<file path="config.mk">
export PLATFORM = sky130hd
export DESIGN_NAME = inventory_seq_ctrl
export DESIGN_NICKNAME = d
export VERILOG_FILES = /design/src/rtl/gb_reader_pkg.sv /design/src/rtl/inventory_seq_ctrl_seq_timer.sv /design/src/rtl/inventory_seq_ctrl.sv
export SDC_FILE = /design/constraint.sdc
export NUM_CORES = 1
export LEC_CHECK = 0
export ABC_CLOCK_PERIOD_IN_PS = 3000
export BUFFER_PORTS_ARGS = -buffer_cell sky130_fd_sc_hd__buf_2
export CAP_MARGIN = 40
export CELL_PAD_IN_SITES_DETAIL_PLACEMENT = 1
export CELL_PAD_IN_SITES_GLOBAL_PLACEMENT = 2
export CORE_MARGIN = 3
export CORE_UTILIZATION = 33
export CTS_CLUSTER_DIAMETER = 50
export CTS_CLUSTER_SIZE = 24
export DETAILED_ROUTE_END_ITERATION = 10
export PLACE_DENSITY = 0.83
export SLEW_MARGIN = 30
export SYNTH_ARGS = -nofsm -noshare
export SYNTH_HDL_FRONTEND = slang
export SYNTH_SLANG_ARGS = --single-unit
</file>
<file path="constraint.sdc">
create_clock -name i_clk_10m -period 3 [get_ports i_clk_10m]
set_input_delay 0.6 -clock i_clk_10m [delete_from_list [all_inputs] [get_ports i_clk_10m]]
set_output_delay 0.6 -clock i_clk_10m [all_outputs]
set_load 0.01 [all_outputs]
</file>
<file path="src/rtl/gb_reader_pkg.sv">
// Command codes and sequencer state encoding shared by the GB reader
// sequencer, command encoder and reply decoder.
package gb_reader_pkg;

  localparam logic [2:0] CMD_SORT  = 3'd0;
  localparam logic [2:0] CMD_QUERY = 3'd1;
  localparam logic [2:0] CMD_ACK   = 3'd2;
  localparam logic [2:0] CMD_READ  = 3'd3;
  localparam logic [2:0] CMD_WRITE = 3'd4;

  typedef enum logic [2:0] {
    ST_IDLE,
    ST_ISSUE,
    ST_WAIT_TX,
    ST_WAIT_RSP,
    ST_GAP,
    ST_DONE,
    ST_FAIL
  } seq_state_t;

  // Bits needed to hold 0..max_val, never narrower than one bit.
  function automatic int unsigned cnt_width(input int unsigned max_val);
    return (max_val < 1) ? 1 : $clog2(max_val + 1);
  endfunction

endpackage

</file>
<file path="src/rtl/inventory_seq_ctrl_seq_timer.sv">
// Saturating up-counter with clear, load and terminal-count compare; shared
// by the reply timeout and the inter-command gap.
module seq_timer
  import gb_reader_pkg::*;
#(
  parameter int unsigned W = 8
) (
  input  logic         i_clk,
  input  logic         i_rst_n,
  input  logic         i_clr,
  input  logic         i_ld,
  input  logic [W-1:0] i_ld_val,
  input  logic         i_en,
  input  logic [W-1:0] i_term,
  output logic         o_tc
);

  logic [W-1:0] r_count;

  assign o_tc = (r_count == i_term);

  always_ff @(posedge i_clk or negedge i_rst_n) begin
    if (!i_rst_n) begin
      r_count <= '0;
    end else if (i_clr) begin
      r_count <= '0;
    end else if (i_ld) begin
      r_count <= i_ld_val;
    end else if (i_en && !o_tc) begin
      r_count <= r_count + 1'b1;
    end
  end

endmodule

</file>
<file path="src/rtl/inventory_seq_ctrl.sv">
// Tag-access round sequencer: SORT, QUERY, ACK, READ and (with CMD_WRITE_EN
// defined) WRITE, each issued over req/ack with reply timeout and bounded retry.
module inventory_seq_ctrl
  import gb_reader_pkg::*;
#(
  parameter int unsigned T1_CYC    = 2000,
  parameter int unsigned GAP_CYC   = 100,
  parameter int unsigned MAX_RETRY = 3
) (
  input  logic        i_clk_10m,
  input  logic        i_rst_n,
  input  logic        i_start,
  input  logic        i_abort,
  output logic        o_cmd_req,
  output logic [2:0]  o_cmd_code,
  input  logic        i_cmd_ack,
  input  logic        i_tx_done,
  input  logic        i_rsp_valid,
  input  logic        i_rsp_crc_ok,
  input  logic [15:0] i_rsp_data,
  output logic [15:0] o_handle,
  output logic        o_busy,
  output logic        o_err,
  output logic        o_led_sort,
  output logic        o_led_query,
  output logic        o_led_ack,
  output logic        o_led_read,
  output logic        o_led_write,
  output logic        o_led_done
);

  localparam int unsigned TMAX = (T1_CYC > GAP_CYC) ? T1_CYC : GAP_CYC;
  localparam int unsigned TW   = cnt_width(TMAX);
  localparam int unsigned RW   = cnt_width(MAX_RETRY);
  localparam logic [TW-1:0] TERM_RSP  = TW'(T1_CYC - 1);
  localparam logic [TW-1:0] TERM_GAP  = TW'(GAP_CYC - 1);
  localparam logic [RW-1:0] RETRY_LIM = RW'(MAX_RETRY);
`ifdef CMD_WRITE_EN
  localparam int unsigned NSTEP    = 5;
  localparam logic [2:0]  LAST_CMD = CMD_WRITE;
`else
  localparam int unsigned NSTEP    = 4;
  localparam logic [2:0]  LAST_CMD = CMD_READ;
`endif

  function automatic logic [NSTEP-1:0] step_led(input logic [2:0] step);
    return NSTEP'(1) << step;
  endfunction

  seq_state_t       r_state;
  logic [2:0]       r_step;
  logic [RW-1:0]    r_retry;
  logic             r_cmd_req;
  logic [15:0]      r_handle;
  logic             r_busy;
  logic             r_err;
  logic             r_done;
  logic [NSTEP-1:0] r_leds;

  logic          w_cnt_en;
  logic          w_tmr_clr;
  logic          w_tc;
  logic [TW-1:0] w_term;
  logic [2:0]    w_next_step;

  // Timer restarts from zero on every entry to WAIT_RSP or GAP.
  assign w_cnt_en    = (r_state == ST_WAIT_RSP) || (r_state == ST_GAP);
  assign w_tmr_clr   = !w_cnt_en || ((r_state == ST_WAIT_RSP) && i_rsp_valid);
  assign w_term      = (r_state == ST_GAP) ? TERM_GAP : TERM_RSP;
  assign w_next_step = r_step + 3'd1;

  seq_timer #(.W(TW)) u_timer (
    .i_clk    (i_clk_10m),
    .i_rst_n  (i_rst_n),
    .i_clr    (w_tmr_clr),
    .i_ld     (1'b0),
    .i_ld_val ('0),
    .i_en     (w_cnt_en),
    .i_term   (w_term),
    .o_tc     (w_tc)
  );

  always_ff @(posedge i_clk_10m or negedge i_rst_n) begin
    if (!i_rst_n) begin
      r_state   <= ST_IDLE;
      r_step    <= CMD_SORT;
      r_retry   <= '0;
      r_cmd_req <= 1'b0;
      r_handle  <= '0;
      r_busy    <= 1'b0;
      r_err     <= 1'b0;
      r_done    <= 1'b0;
      r_leds    <= '0;
    end else if (i_abort) begin
      r_state   <= ST_IDLE;
      r_cmd_req <= 1'b0;
      r_busy    <= 1'b0;
      r_err     <= 1'b0;
      r_done    <= 1'b0;
      r_leds    <= '0;
    end else begin
      case (r_state)
        ST_IDLE, ST_DONE, ST_FAIL: begin
          if (i_start) begin
            r_state   <= ST_ISSUE;
            r_step    <= CMD_SORT;
            r_retry   <= '0;
            r_cmd_req <= 1'b1;
            r_handle  <= '0;
            r_busy    <= 1'b1;
            r_err     <= 1'b0;
            r_done    <= 1'b0;
            r_leds    <= step_led(CMD_SORT);
          end
        end
        ST_ISSUE: begin
          if (i_cmd_ack) begin
            r_state   <= ST_WAIT_TX;
            r_cmd_req <= 1'b0;
          end
        end
        ST_WAIT_TX: begin
          if (i_tx_done) begin
            r_state <= (r_step == CMD_SORT) ? ST_GAP : ST_WAIT_RSP;
          end
        end
        ST_WAIT_RSP: begin
          // A reply arriving on the expiry cycle wins over the timeout.
          if (i_rsp_valid && i_rsp_crc_ok) begin
            r_state <= ST_GAP;
            if (r_step == CMD_QUERY) begin
              r_handle <= i_rsp_data;
            end
          end else if (i_rsp_valid || w_tc) begin
            if (r_retry < RETRY_LIM) begin
              r_retry   <= r_retry + 1'b1;
              r_state   <= ST_ISSUE;
              r_cmd_req <= 1'b1;
            end else begin
              r_state <= ST_FAIL;
              r_busy  <= 1'b0;
              r_err   <= 1'b1;
              r_leds  <= '0;
            end
          end
        end
        ST_GAP: begin
          if (w_tc) begin
            if (r_step == LAST_CMD) begin
              r_state <= ST_DONE;
              r_busy  <= 1'b0;
              r_done  <= 1'b1;
              r_leds  <= '0;
            end else begin
              r_state   <= ST_ISSUE;
              r_step    <= w_next_step;
              r_retry   <= '0;
              r_cmd_req <= 1'b1;
              r_leds    <= step_led(w_next_step);
            end
          end
        end
        default: r_state <= ST_IDLE;
      endcase
    end
  end

  assign o_cmd_req   = r_cmd_req;
  assign o_cmd_code  = r_step;
  assign o_handle    = r_handle;
  assign o_busy      = r_busy;
  assign o_err       = r_err;
  assign o_led_done  = r_done;
  assign o_led_sort  = r_leds[0];
  assign o_led_query = r_leds[1];
  assign o_led_ack   = r_leds[2];
  assign o_led_read  = r_leds[3];
`ifdef CMD_WRITE_EN
  assign o_led_write = r_leds[4];
`else
  assign o_led_write = 1'b0;
`endif

endmodule

</file>
## After elaboration in Yosys (flattened, before gate mapping)

Index checks and enable logic that the tools add are counted.

| storage, ports and cells | value |
|---|---|
| flip-flop bits (word level) | 43 |
| logic and storage cells | 135 |
| output and inout bits | 28 |

| cells by class | value |
|---|---|
| mux-type cells | 63 |
| eq/ne operators | 28 |
| magnitude comparators | 1 |
| bitwise gates (word level) | 1 |
| add/subtract/negate cells | 3 |
| shifts and indexed selects | 1 |
| reductions and logical operators | 28 |

Operators with widths:

| operator | count |
|---|---|
| $mux 16 | 3 |
| $mux 3 | 13 |
| $mux 11 | 3 |
| $pmux 16 s2 | 1 |
| $mux 4 | 7 |
| $mux 1 | 22 |
| $reduce_and 5->1 | 4 |
| $ne 3x3->1 const B | 6 |
| $reduce_and 8->1 | 2 |
| $pmux 3 s5 | 1 |
| $mux 2 | 6 |
| $ne 3x2->1 const B | 4 |
| $pmux 4 s3 | 1 |
| $add 11x1->11 const B | 1 |
| $eq 11x11->1 | 1 |
| $ne 2x1->1 const B | 5 |
| $eq 3x2->1 const B | 3 |
| $eq 3x3->1 const B | 3 |
| $reduce_bool 3->1 | 3 |
| $reduce_and 7->1 | 1 |
| $eq 3x1->1 const B | 2 |
| $logic_not 3->1 | 2 |
| $ne 2x2->1 const B | 3 |
| $pmux 2 s3 | 1 |
| other kinds (19) | 27 |

## Depth between registers and ports, before layout

| depth | value |
|---|---|
| word-level depth | 8 |
| depth in mapped cells | 9 |
| depth with buffers taken out | 7 |

## Modules after synthesis

From an unflattened synthesis, not the netlist that was laid out.

| second synthesis, totals | value |
|---|---|
| cells, all modules | 305 |
| area, all modules | 2854.0 um2 |

Modules (own cells, without submodules):

| module | area an instance (um2) | seq. area each (um2) | cells each | instances |
|---|---|---|---|---|
| inventory_seq_ctrl | 2031.9 | 800.8 | 212 | 1 |
| seq_timer | 822.0 | 275.3 | 93 | 1 |

## Least setup slack after synthesis

OpenSTA, ideal clock, no wires.

| timing path | value |
|---|---|
| path type | register to register |
| start point | register r_state[0] |
| end point | register r_handle[0], in the netlist o_handle[0] |
| setup time | 0.122 ns |
| arrival time | 2.102 ns |
| slack | 0.776 ns |
| data required time | 2.878 ns |
| period minus slack after synthesis | 2.224 ns |
| stages on the path, launching flop included | 10 |
| buffers on the path | 4 |
| cell sequence | dfrtp_1 -> buf_2 -> buf_2 -> inv_1 -> fa_1 -> or4_1 -> clkbuf_1 -> buf_2 -> nand2_1 -> o21ai_1 |

| between the ends | value |
|---|---|
| longest elaborated chain between the ends | 4 |

Ends and longest elaborated chain:

| element | line | source |
|---|---|---|
| start, declared | inventory_seq_ctrl.sv:50 | `seq_state_t r_state;` |
| start signal, assigned | inventory_seq_ctrl.sv:124 | `r_state <= (r_step == CMD_SORT) ? ST_GAP : ST_WAIT_RSP;` |
| $eq 3x3->1 or $logic_not 3->1 (tied branches) | inventory_seq_ctrl.sv:102 | `case (r_state)` |
| $reduce_or 3->1 | inventory_seq_ctrl.sv:102 |  |
| $ne 2x2->1 (no line) or $reduce_bool 2->1 (tied branches) | n/a |  |
| $reduce_and 5->1 (no line) | n/a |  |
| end signal, assigned | inventory_seq_ctrl.sv:132 | `r_handle <= i_rsp_data;` |
| end, declared | inventory_seq_ctrl.sv:54 | `logic [15:0] r_handle;` |

Parallel ways exist; a longest one is shown, timed or not.
A chain may end at the register's enable or synchronous reset.

## Worst setup path after layout

| timing path | value |
|---|---|
| start point | register r_state[2] |
| end point | register r_retry[0] |

| between the ends | value |
|---|---|
| longest elaborated chain between the ends | 6 |

Ends and longest elaborated chain:

| element | line | source |
|---|---|---|
| $eq 3x3->1 | inventory_seq_ctrl.sv:69, inventory_seq_ctrl.sv:102 |  |
| $mux 11 | inventory_seq_ctrl.sv:69 | `assign w_term = (r_state == ST_GAP) ? TERM_GAP : TERM_RSP;` |
| $eq 11x11->1 | inventory_seq_ctrl_seq_timer.sv:20 | `assign o_tc = (r_count == i_term);` |
| $logic_or 1x1->1 | inventory_seq_ctrl.sv:134 | `end else if (i_rsp_valid \|\| w_tc) begin` |
| $ne 2x1->1 (no line) | n/a |  |
| $reduce_and 8->1 (no line) | n/a |  |
| end signal, assigned | inventory_seq_ctrl.sv:136 | `r_retry <= r_retry + 1'b1;` |
| end, declared | inventory_seq_ctrl.sv:52 | `logic [RW-1:0] r_retry;` |

Parallel ways exist; a longest one is shown, timed or not.

==> flow_metrics.env <==
export IMPL_fin_skew_ns=0.00634
export IMPL_antenna_found_initial=0
export IMPL_coreArea_mm2=0.00694
export IMPL_worstPathArrival_ns=2.69
export IMPL_p_total_mw=1.65
export IMPL_die_area_mm2=0.00836
export IMPL_p_leak_nw=1.32
export IMPL_synth_avg_cell_area_um2=9.30
export IMPL_synth_edf_count=0
export IMPL_firstDrtPassIters=4
export IMPL_grt_pass1_vias=2131
export IMPL_num_vias=2010
export IMPL_relSlewSlack_pct=45.9
export IMPL_netSwitchingPower_uw=639
export IMPL_clk_latency_ns=0.30
export IMPL_pwr_share_clk_pct=23.7
export IMPL_area_growth_synth_to_final_pct=17.2
export IMPL_worst_slew_pin_slew_ns=0.809
export IMPL_slew_violations=0
export IMPL_viasPerCell=5.00
export IMPL_irDropWorstVdd_mv=0.197
export IMPL_dp_hpwl_mm=4.53
export IMPL_syn_cell_area_mm2=0.00241
export IMPL_powerDensity_mw_per_mm2=586
export IMPL_hold_slack_ns=0.283
export IMPL_post_cts_resized=0
export IMPL_period_minus_slack_ns=2.50
export IMPL_comb_power_share_pct=33.6
export IMPL_fin_setup_tns_ns=0
export IMPL_finalHoldViolCount=0
export IMPL_diodes=0
export IMPL_cap_violations=0
export IMPL_grt_pass1_wl_mm=10.6
export IMPL_slowest_delay_ns=0.69
export IMPL_io_pins=52
export IMPL_wirelength_mm=6.08
export IMPL_seqPwrFrac_pct=42.7
export IMPL_layoutNonFillerInstCount=402
export IMPL_numCtsBuffers=5
export IMPL_fp_dieW_um=91.5
export IMPL_crit_required_ns=3.19
export IMPL_worstHoldPathType="input port to async pin"
export IMPL_portBuffers=50
export IMPL_synthArstFlopShare_pct=100
export IMPL_grt_ovfl_total=0
export IMPL_setup_viol_count_final=0
export IMPL_grt_setup_unrepaired="false"
export IMPL_start_util_pct=34.7
export IMPL_cts_sinks=43
export IMPL_timing_final_crit_share_pct=83.4
export IMPL_drive_above_1_share_pct=22.2
export IMPL_syn_nets=294
export IMPL_synthFlopType="dfrtp_1"
export IMPL_drc=0
export IMPL_netSwitchingFraction_pct=38.7
export IMPL_yosys_register_bits=43
export IMPL_cts_tree="done"
export IMPL_grt_max_degree=44
export IMPL_cts_htree_levels=2
export IMPL_path_class="flop to flop"
export IMPL_root_buffer="clkbuf_8"
export IMPL_synthSimpleGateAreaFrac_pct=21.6
export IMPL_fin_nets=340
export IMPL_globalRouteTotalUtil_pct=15.4
export IMPL_cts_setup_buffers=0
export IMPL_synth_xor_area_share_pct=3.63
export IMPL_max_freq_ghz=0.400
export IMPL_yosys_warnings=0
export IMPL_fillers=858
export IMPL_rows=30
export IMPL_cpMaxStageDelayCell="dfrtp_1"
export IMPL_yosys_mux_area_fraction_pct=4.67
export IMPL_ys_seq_area_share_pct=44.7
export IMPL_die_y_um=91.5
export IMPL_cellInternalPower_mw=1.01
export IMPL_place_inst=394
export IMPL_synth_compound_area_share_pct=15.0
export IMPL_drt_iter0_drc=88
export IMPL_cp_max_fo=18
export IMPL_start_kind="flop"
export IMPL_synthCells=259
export IMPL_outcome="finished, final reports clean"
export IMPL_cp_cell_sequence="nor3b_1 -> nand4_1 -> nand3_1 -> and4_1 -> mux2_2"
export IMPL_antenna_left=0
export IMPL_gp_congestion=0.870
export IMPL_synthAdderAreaFrac_pct=6.02
export IMPL_ys_types=51
export IMPL_synth_top_family_by_area="simple AND/OR/NAND/NOR gates"
export IMPL_clockBufferDepth=2
export IMPL_crit_path_end_kind="flop"
export IMPL_clk_pin_slew_ns=0.09
export IMPL_postCtsHoldBufs=0
export IMPL_wl_per_cell_um=15.1
-- stage by stage --
stage	util [%]	setup WS, ns	instance area [um^2]
CTS	40.7	0.498	2820
detailed placement	39.3	0.507	2730
global placement	39.3	0.388	2730
floorplan	-	0.776	2410
finish	40.7	0.499	2820
global route	40.7	0.261	2820
-- final cells by class --
class | count | area (um^2) | share of cell area (%)
clock inverters | 3 | 23.8 | 0.842
clock buffers | 5 | 68.8 | 2.44
multi-input cells | 194 | 1230 | 43.6
repair buffers | 53 | 275 | 9.75
inverters | 8 | 30.0 | 1.06
flip-flops and latches | 43 | 1080 | 38.1
well taps | 96 | 120 | 4.25
-- cells in the final DEF, fill, tap and decap left out, types with 2 or more instances in the layout --
cell        Yosys  routed
ha_1           10      10
nor4bb_1        2       2
clkinvlp_4      0       2
a21oi_1         8       8
mux2i_1         9       9
a32o_1          4       4
o21bai_1        2       2
nand3_1         9       9
and3_1          7       7
a211oi_1        3       3
a41oi_1         2       2
dfrtp_1        43      43
o21ai_1        16      16
clkbuf_8        0       5
nand4_1         2       2
buf_2           5      49
o21ai_0         5       5
mux2_2          2       2
nand2_1        45      45
xor2_1          6       6
nor3_1          4       4
nor2_1         22      22
inv_1           7       7
buf_4           4       4
xnor2_1         4       4
nand2b_1        2       2
o211ai_1        3       3
a31oi_1         2       2
nor3b_1         3       3
-- final timing paths --
check | start | end | slack [ns] | cells after the start
worst min register to register | o_handle[6] | o_handle[6] | 0.49 | 2
worst max-delay path | r_state[2] | r_retry[0] | 0.50 | 5
min in group i_clk_10m | o_handle[6] | o_handle[6] | 0.49 | 2
worst max register to register | r_state[2] | r_retry[0] | 0.50 | 5
worst min-delay path | i_rst_n | o_cmd_code[0] | 0.28 | 1
max in group asynchronous | i_rst_n | r_leds[2] | 2.33 | 1
-- sequential cells by signal, indices dropped and copies added, names as in the netlist --
signal           flops
r_retry              2
o_cmd_req            1
o_busy               1
r_leds               4
o_led_done           1
o_handle            16
u_timer.r_count     11
r_state              3
o_cmd_code           3
o_err                1
-- cells in the mapped netlist, types with 2 or more instances --
cell type	count	share of area [%]
o21bai_1	2	0.62
mux2_2	2	0.93
nand3_1	9	1.9
dfrtp_1	43	45
inv_1	7	1.1
a21oi_1	8	1.7
clkbuf_1	5	0.78
buf_2	5	1.0
nand2_1	45	7.0
o211ai_1	3	0.93
nor4bb_1	2	0.83
and3_1	7	1.8
o21ai_0	5	1.0
buf_4	4	1.2
nor3_1	4	0.83
a211oi_1	3	0.93
ha_1	10	5.2
o21ai_1	16	3.3
nor3b_1	3	0.93
nand2b_1	2	0.52
mux2i_1	9	3.7
xnor2_1	4	1.5
nor2_1	22	3.4
xor2_1	6	2.2
nand4_1	2	0.52
a32o_1	4	1.7
a41oi_1	2	0.73
a31oi_1	2	0.52
-- power groups by stage --
stage	combinational (mW)	sequential, mW	clock (mW)
finish	0.556	0.707	0.392
global route	0.619	0.716	0.442
floorplan	0.420	0.691	0
CTS	0.559	0.706	0.412
detailed placement	0.558	0.716	0
global placement	0.552	0.714	0
-- worst max-delay path: cells and delay by family, from the launching register on --
kind | cells | cell delay, ns
AND/OR/NAND/NOR | 4 | 1.35
flip-flops | 1 | 0.69
multiplexers | 1 | 0.34
-- cells by family after synthesis --
family,count (synthesis)
other cells,1
simple gates,108
buf+inv,22
fa+ha+maj,11
compound gates,53
flops,43
xor+xnor,10
mux,11
-- per-layer routing --
layer	track usage [%]	up-vias	wire [um]
met5	0	-	0
li1	-	992	-
met2	23.9	43	2660
met4	4.15	0	61
met1	21.7	971	3090
met3	3.07	4	271
(Power assumes the default switching activity.)
